--- src/rtl/llc_set_table_pkg.sv ---
// Shared constants and types for the LLC in-flight set table.
// The 3-bit table pointer type is also carried in the proc->update FIFO packet.
package llc_set_table_pkg;

  localparam int LLC_TABLE_ENTRIES = 8;
  localparam int LLC_SET_BITS      = 8;
  localparam int LLC_OCC_BITS      = 4;

  typedef logic [2:0]              llc_table_ptr_t;
  typedef logic [LLC_OCC_BITS-1:0] llc_occ_t;

endpackage

--- src/rtl/llc_free_enc.sv ---
// Lowest-zero priority encoder over the table valid bits.
// Yields the first free slot index and whether any slot is free at all.
module llc_free_enc
  import llc_set_table_pkg::*;
(
  input  logic [LLC_TABLE_ENTRIES-1:0] valid,
  output llc_table_ptr_t               ptr,
  output logic                         any_free
);

  // Scan from the top down so the lowest free index is the last one written.
  always_comb begin
    ptr      = '0;
    any_free = 1'b0;
    for (int i = LLC_TABLE_ENTRIES - 1; i >= 0; i--) begin
      if (!valid[i]) begin
        ptr      = llc_table_ptr_t'(i);
        any_free = 1'b1;
      end
    end
  end

endmodule

--- src/rtl/llc_set_table.sv ---
// In-flight set table: grants slot pointers to the process stage, frees them on
// update-stage retirement, and flags set conflicts for the input stage.
module llc_set_table
  import llc_set_table_pkg::*;
#(
  parameter int TABLE_ENTRIES = LLC_TABLE_ENTRIES,
  parameter int SET_BITS      = LLC_SET_BITS
) (
  input  logic                clk,
  input  logic                rst,
  input  logic                alloc_valid,
  input  logic [SET_BITS-1:0] alloc_set,
  output logic                alloc_ready,
  output llc_table_ptr_t      alloc_ptr,
  input  logic [SET_BITS-1:0] lookup_set,
  output logic                lookup_hit,
  input  logic                remove_set_from_table,
  input  llc_table_ptr_t      table_pointer_to_remove,
  output llc_occ_t            occupancy,
  output logic                empty,
  output logic                err_remove_invalid
);

  logic [TABLE_ENTRIES-1:0] valid;
  logic [SET_BITS-1:0]      set_reg [TABLE_ENTRIES];
  logic                     alloc_fire;
  logic                     remove_ok;

  // Grant comes from registered valid bits only, so a same-cycle remove never
  // opens a slot combinationally.
  llc_free_enc u_free_enc (
    .valid    (valid),
    .ptr      (alloc_ptr),
    .any_free (alloc_ready)
  );

  assign alloc_fire = alloc_valid && alloc_ready;
  assign remove_ok  = remove_set_from_table && valid[table_pointer_to_remove];
  assign empty      = (occupancy == '0);

  always_ff @(posedge clk or negedge rst) begin
    if (!rst) begin
      valid              <= '0;
      occupancy          <= '0;
      err_remove_invalid <= 1'b0;
    end else begin
      if (remove_set_from_table) begin
        if (valid[table_pointer_to_remove]) begin
          valid[table_pointer_to_remove] <= 1'b0;
        end else begin
          err_remove_invalid <= 1'b1;
        end
      end
      // A granted slot is invalid and a valid remove targets a valid slot,
      // so the two updates never touch the same bit.
      if (alloc_fire) begin
        valid[alloc_ptr] <= 1'b1;
      end
      case ({alloc_fire, remove_ok})
        2'b10:   occupancy <= occupancy + 1'b1;
        2'b01:   occupancy <= occupancy - 1'b1;
        default: occupancy <= occupancy;
      endcase
    end
  end

  always_ff @(posedge clk) begin
    if (alloc_fire) begin
      set_reg[alloc_ptr] <= alloc_set;
    end
  end

  // An entry retiring this cycle no longer blocks its set.
  always_comb begin
    lookup_hit = alloc_fire && (alloc_set == lookup_set);
    for (int i = 0; i < TABLE_ENTRIES; i++) begin
      if (valid[i] && (set_reg[i] == lookup_set) &&
          !(remove_set_from_table &&
            (table_pointer_to_remove == llc_table_ptr_t'(i)))) begin
        lookup_hit = 1'b1;
      end
    end
  end

endmodule
--- config.mk ---
export PLATFORM = sky130hd
export DESIGN_NAME = llc_set_table
export DESIGN_NICKNAME = d
export VERILOG_FILES = /design/src/rtl/llc_set_table_pkg.sv /design/src/rtl/llc_free_enc.sv /design/src/rtl/llc_set_table.sv
export SDC_FILE = /design/constraint.sdc
export NUM_CORES = 1
export LEC_CHECK = 0
export BUFFER_PORTS_ARGS = -buffer_cell sky130_fd_sc_hd__buf_2
export CORE_MARGIN = 2
export CORE_UTILIZATION = 45
export CTS_BUF_LIST = sky130_fd_sc_hd__clkbuf_16
export DETAILED_ROUTE_END_ITERATION = 6
export PLACE_DENSITY_LB_ADDON = 0.2
export RECOVER_POWER = 100
export SLEW_MARGIN = 10
export SYNTH_ARGS = -nofsm -noshare
export SYNTH_HDL_FRONTEND = slang
export SYNTH_SLANG_ARGS = --single-unit
--- constraint.sdc ---
create_clock -name clk -period 2.7 [get_ports clk]
set_input_delay 0.675 -clock clk [delete_from_list [all_inputs] [get_ports clk]]
set_output_delay 0.675 -clock clk [all_outputs]
set_load 0.005 [all_outputs]
[Yosys cells after proc, flatten, opt, wreduce, memory -nomap -nowiden]
Memory sizes are Yosys's and may differ from the RTL's.
Cells that the tools add are included.
Cells by class
  $lt $le $gt $ge: 4
  muxes and demuxes: 36
  reductions and logical operators: 41
  eq/ne operators: 18
  add/sub/neg operators: 2
  bitwise gates (word level): 4
Operators with widths (count)
  $eq 8x8->1: 9
  $logic_and 1x1->1: 29
  $mux 3: 8
  $mux 8: 3
  $mux 1: 21
  $eq 3x3->1 const B: 4
  $and 8x8->8: 1
  $logic_not 1->1: 8
  $lt 3x4->1 const B: 2
  $not 8->8: 1
  $or 8x8->8: 1
  $pmux 4 s2: 1
  $demux 1 s3: 2
  $eq 3x2->1 const B: 2
  $ge 3x1->1 const B: 2
  $add 4x1->4 const B: 1
  $logic_not 4->1: 1
  $sub 4x1->4 const B: 1
  $bmux 1 s3: 1
  $eq 3x1->1 const B: 1
  $logic_not 3->1: 1
  $eq 2x1->1 const B: 1
  $eq 2x2->1 const B: 1
  $reduce_and 2->1: 1
  2 further kinds: 2
Storage, ports and cells
  bits of input ports: 23
  RAM bits: 64
  output and inout bits: 11
  logic and storage cells: 109
  memories kept: 1
  register bits after elaboration: 13
Memories
  set_reg: words 8, width 8, read ports 8, clocked after memory_dff 0, wr ports 1, line llc_set_table.sv:25  | logic [SET_BITS-1:0] set_reg [TABLE_ENTRIES];

[Logic depth before layout (Yosys ltp)]
  word-level depth: 18
  mapped depth: 11
  gate-level depth less buffers: 11

[Modules after synthesis]
From an unflattened synthesis, not the netlist that was laid out.
Unflattened totals
  cells, all modules: 262
  area, all modules: 3608.5 sq um
Modules (own cells, without submodules)
  llc_set_table: seq. area each 2247.2 sq um, cells an instance 248, instances 1, area an instance 3530.9 sq um
  llc_free_enc: seq. area each 0.0 sq um, cells an instance 14, instances 1, area an instance 77.6 sq um

[Least setup slack after synthesis]
OpenSTA, ideal clock, no wires.
  path kind: input -> register
  start point: in table_pointer_to_remove[2]
  end point: reg occupancy[3]
  path buffers: 1
  stages: 11
  required time: 2.575 ns
  arrival time: 2.637 ns
  setup slack: -0.062 ns
  setup time: 0.125 ns
  cells stage by stage: buf_6 -> mux4_2 -> mux2i_4 -> nor2b_1 -> ha_1 -> ha_1 -> a21o_1 -> a21oi_1 -> xnor2_1 -> nor2_1 -> xor2_1
On the way
  longest elaborated chain between the ends: 5
  elaborated cells on any way between the ends: 7
  those cells by class: eq/ne: 2; mux: 3; reduce/logical: 2
Ends and longest elaborated chain
  start: declaration: line llc_set_table.sv:18  | input llc_table_ptr_t table_pointer_to_remove,
  $bmux 1 s3 *: line llc_set_table.sv:38  | assign remove_ok = remove_set_from_table && valid[table_pointer_to_remove];
  $mux 1 (not written as such) *: line llc_set_table.sv:38
  $logic_and 1x1->1 *: line llc_set_table.sv:38
  $eq 2x1->1 / $eq 2x2->1 (equally long branches): line llc_set_table.sv:59  | case ({alloc_fire, remove_ok})
  $pmux 4 s2 / $reduce_bool 2->1 (equally long branches)
  end signal: assignment: line llc_set_table.sv:60  | 2'b10: occupancy <= occupancy + 1'b1;
  end signal: assignment: line llc_set_table.sv:61  | 2'b01: occupancy <= occupancy - 1'b1;
  end signal: assignment: line llc_set_table.sv:62  | default: occupancy <= occupancy;
  end: declaration: line llc_set_table.sv:19  | output llc_occ_t occupancy,
Mark *: on every way between the ends. The rest lies on a longest branch, timed or not. The select of a mux whose other input is x is not followed.
A chain may end at the register's enable or synchronous reset.

[Worst setup path in the final report]
  start point: in lookup_set[0]
  end point: out lookup_hit
On the way
  longest elaborated chain between the ends: 11
  elaborated cells on any way between the ends: 34
  those cells by class: eq/ne: 9; mux: 8; reduce/logical: 17
Ends and longest elaborated chain
  start: declaration: line llc_set_table.sv:15  | input logic [SET_BITS-1:0] lookup_set,
  $eq 8x8->1: line llc_set_table.sv:77  | if (valid[i] && (set_reg[i] == lookup_set) &&
  $logic_and 1x1->1 (2 in series): line llc_set_table.sv:77
  $mux 1 (7 in series): line llc_set_table.sv:77
  $mux 1 *: line llc_set_table.sv:77
  end: declaration: line llc_set_table.sv:16  | output logic lookup_hit,
Mark *: on every way between the ends. The rest lies on a longest branch, timed or not.

==> results by group <==
Drt
  – DR vias: around 2200
  – Residual DRC: 0
  – Routed length per instance: around 18 um
  – DRC marker count from the first detailed-route iteration: about 170
  – DR vias/cell: approximately 5.3
  – ANT nets after route: 0
  – Final wirelength: between 7000 and 8000 um
  – Drt first pass iters: 4

Timing
  – WHS: 0.371 ns
  – Fmax: 0.380 GHz
  – Setup Viol. Count Final: 0
  – Final worst-path cycle share: a little over nine tenths
  – Period minus WS final: about 2.6 ns
  – Unrepaired setup endpoints after global routing: no
  – Setup skew after layout: about 0.0042 ns
  – Final WS setup: roughly 0.071 ns
  – Rel. slew slack: 52.2%
  – Hold Vio Cnt, Final: 0
  – Slew @ Worst Pin: a little over 0.7 ns
  – Slew Limit Fails: 0

Finish
  – # diodes: 0
  – Final net count: around 350
  – Max reg flops: 64
  – Layout cells sized above 1: between 10% and 20%
  – Final Instance Count excl. Fillers: ~430
  – Final Util: between 50% and 60%
  – Layout area overhead: 15.6%

Worst hold path
  – Hold Path Class: primary input to asynchronous set/reset pin

Synth
  – Post-synthesis cell count: about 270
  – Seq/Total Area, Yosys: slightly above 60%
  – Post-Synthesis Cell Area: around 3700 um^2
  – Synth top area cells: edfxtp_1 (52%), xnor2_1 (13%), dfrtp_1 (8.9%)
  – Synth Register Bits: between 70 and 80
  – Unique masters post-synth: 38
  – Cell taking the most area after synthesis: edfxtp_1
  – Share of flip-flops with an asynchronous set or reset: roughly 17%
  – Most used DFF post-synth: edfxtp_1
  – Number of enable flip-flop cells after synthesis: 64
  – Top cell type's share of synthesized area: a little over half
  – Syn avg cell area: roughly 13 um^2
  – Syn nets: about 300
  – Yosys warning total: 0

Pwr
  – Flop pwr share: between 40% and 50%
  – Switching share of power: 29.0%
  – Cell internal pwr: roughly 2.5 mW
  – Clock power frac: about a third
  – Gate power share: between 20% and 30%
  – Pleak: 1.44 nW
  – Pwr Density: between 800 and 900 nW/um^2
  – Sw Pwr: approximately 1.0 mW
  – Maximum vdd drop: between 0.6 and 0.7 mV

Clock tree
  – Total CTS buffers: 9
  – Max clock buf depth: 2
  – Clock Sinks: 77
  – Worst-path clk slew: 0.06 ns
  – CTS H-tree depth: 3
  – CTS tree: done
  – Setup Buffers After CTS: 0
  – Clock Latency Late Sink: around 0.33 ns
  – Root Buffer: clkbuf_16

Floorplanning
  – Die W: 94.2 um
  – Initial Util: a little under half
  – Height of the die: 94.2 um
  – Total core area: approximately 7800 um^2
  – Die ar.: slightly below 9000 um^2
  – Top Ports: 34
  – FP Rows: 32

GRT
  – Number of global-route vias before repair: 2241
  – Largest net degree at the start of global routing: 14
  – Total GRT Usage: 19.5%
  – Total global routing overflow: 0
  – Global-route wire length before repair: about 12000 um
  – Initial antenna violation count: 0

Outcome
  – Status: finished clean

Worst setup path
  – Worst Path Required: around 2.0 ns
  – Setup crit start kind: primary input
  – Worst Setup End Kind: output pin
  – Crit Path Class: primary input to output pin
  – WP data arrival: approximately 2.0 ns
  – Max FO, Critical Path: 9

Flow run
  – Maxcap violations: 0

Place
  – Cell count after placement: around 410
  – Gp weighted congestion: about 0.86
  – Dpl hpwl: 5560 um
  – Pre-CTS setup slack: -0.140 ns
  – I/O Buffers: 33
metal layers:
metal,vias to the layer above,global-route usage [%],wire length (um)
met4,0,6.04,67
met1,1088,27.0,3500
met5,-,0,0
met2,80,29.8,3770
met3,6,5.46,519
li1,1073,-,-
cell type report:
class	instances	area [um^2]
Clock buffer	9	225
Clock inverter	6	56.3
Fill cell	688	3570
Inverter	7	26.3
Multi-Input combinational cell	176	1330
Sequential cell	77	2250
Tap cell	102	128
Timing Repair Buffer	50	226
repair_timing:
action,CTS,global route
setup endpoints to repair,0,1
hold buffers,0,0
gates resized for setup,0,2
synthesized netlist by cell type, types with 2 or more instances:
library cell	instances
a21o_1	3
a21oi_1	2
buf_2	7
buf_4	3
dfrtp_1	13
edfxtp_1	64
ha_1	3
inv_1	7
mux4_2	2
nand2_1	15
nand2b_1	2
nand3_1	2
nand4_1	15
nand4b_1	3
nor2_1	12
nor2b_1	3
nor3_1	8
nor4_1	9
o21ai_0	6
xnor2_1	55
xor2_1	21
metrics by stage:
| stage | total power [mW] | TNS, ns | area [um^2] |
|---|---|---|---|
| 3_3_place_gp | 2.49 | -0.0955 | 4020 |
| 4_1_cts | 3.66 | 0 | 4300 |
| 5_1_grt | 3.79 | 0 | 4240 |
| 3_5_place_dp | 2.52 | -0.140 | 4020 |
| 2_1_floorplan | 2.20 | 0 | 3670 |
| 6_report | 3.58 | 0 | 4240 |
logic make-up (layout without fill, tap and decap cells):
logic type	Yosys count	count (layout)	synth area share, %
muxes	4	4	2.12
AOI/OAI and AO/OA	20	20	3.55
xor gates and xnor gates	76	76	18.2
buffers and inverters	19	72	2.70
and+or+nand+nor	72	72	10.5
DFF	77	77	61.4
adders and majority gates	4	4	1.57
final timing paths:
| check | end | depth (start not counted) | startpoint | slack [ns] |
|---|---|---|---|---|
| worst min register to register | err_remove_invalid | 1 | err_remove_invalid | 0.46 |
| worst max register to register | occupancy[3] | 10 | valid[6] | 0.23 |
| worst min-delay path | occupancy[1] | 1 | rst | 0.37 |
| worst max-delay path | lookup_hit | 7 | lookup_set[0] | 0.07 |
| min in group clk | err_remove_invalid | 1 | err_remove_invalid | 0.46 |
| max in group asynchronous | valid[2] | 1 | rst | 1.87 |
cell usage in the layout (no fill, tap or decap), types with 2 or more instances in the layout:
cell type / instances
edfxtp_1: 64
xnor2_1: 55
clkbuf_1: 29
xor2_1: 21
buf_2: 16
nand2_1: 15
nand4_1: 15
dfrtp_1: 13
nor2_1: 12
clkbuf_16: 9
inv_1: 8
nor3_1: 8
nor4_1: 8
o21ai_0: 6
buf_4: 4
nor2b_1: 3
nand4b_1: 3
a21o_1: 3
ha_1: 3
o21ai_2: 2
a21oi_1: 2
nand3_1: 2
mux4_2: 2
nand2b_1: 2
clkinv_1: 2
clkinvlp_4: 2
critical path: stages:
cell and delay, ns:
buf_2 0.27, xnor2_1 0.19, nand4_1 0.16, nor4_1 0.32
nor4_1 0.08, nand4_1 0.12, buf_2 0.13
power by group through the flow:
stage	combinational (mW)	clock (mW)	sequential [mW]
after CTS	0.849	1.15	1.65
after floorplan	0.558	0	1.64
after global placement	0.826	0	1.67
after detailed placement	0.844	0	1.67
final	0.797	1.13	1.66
after global routing	0.901	1.21	1.68
Power figures use the tool's default switching activity.
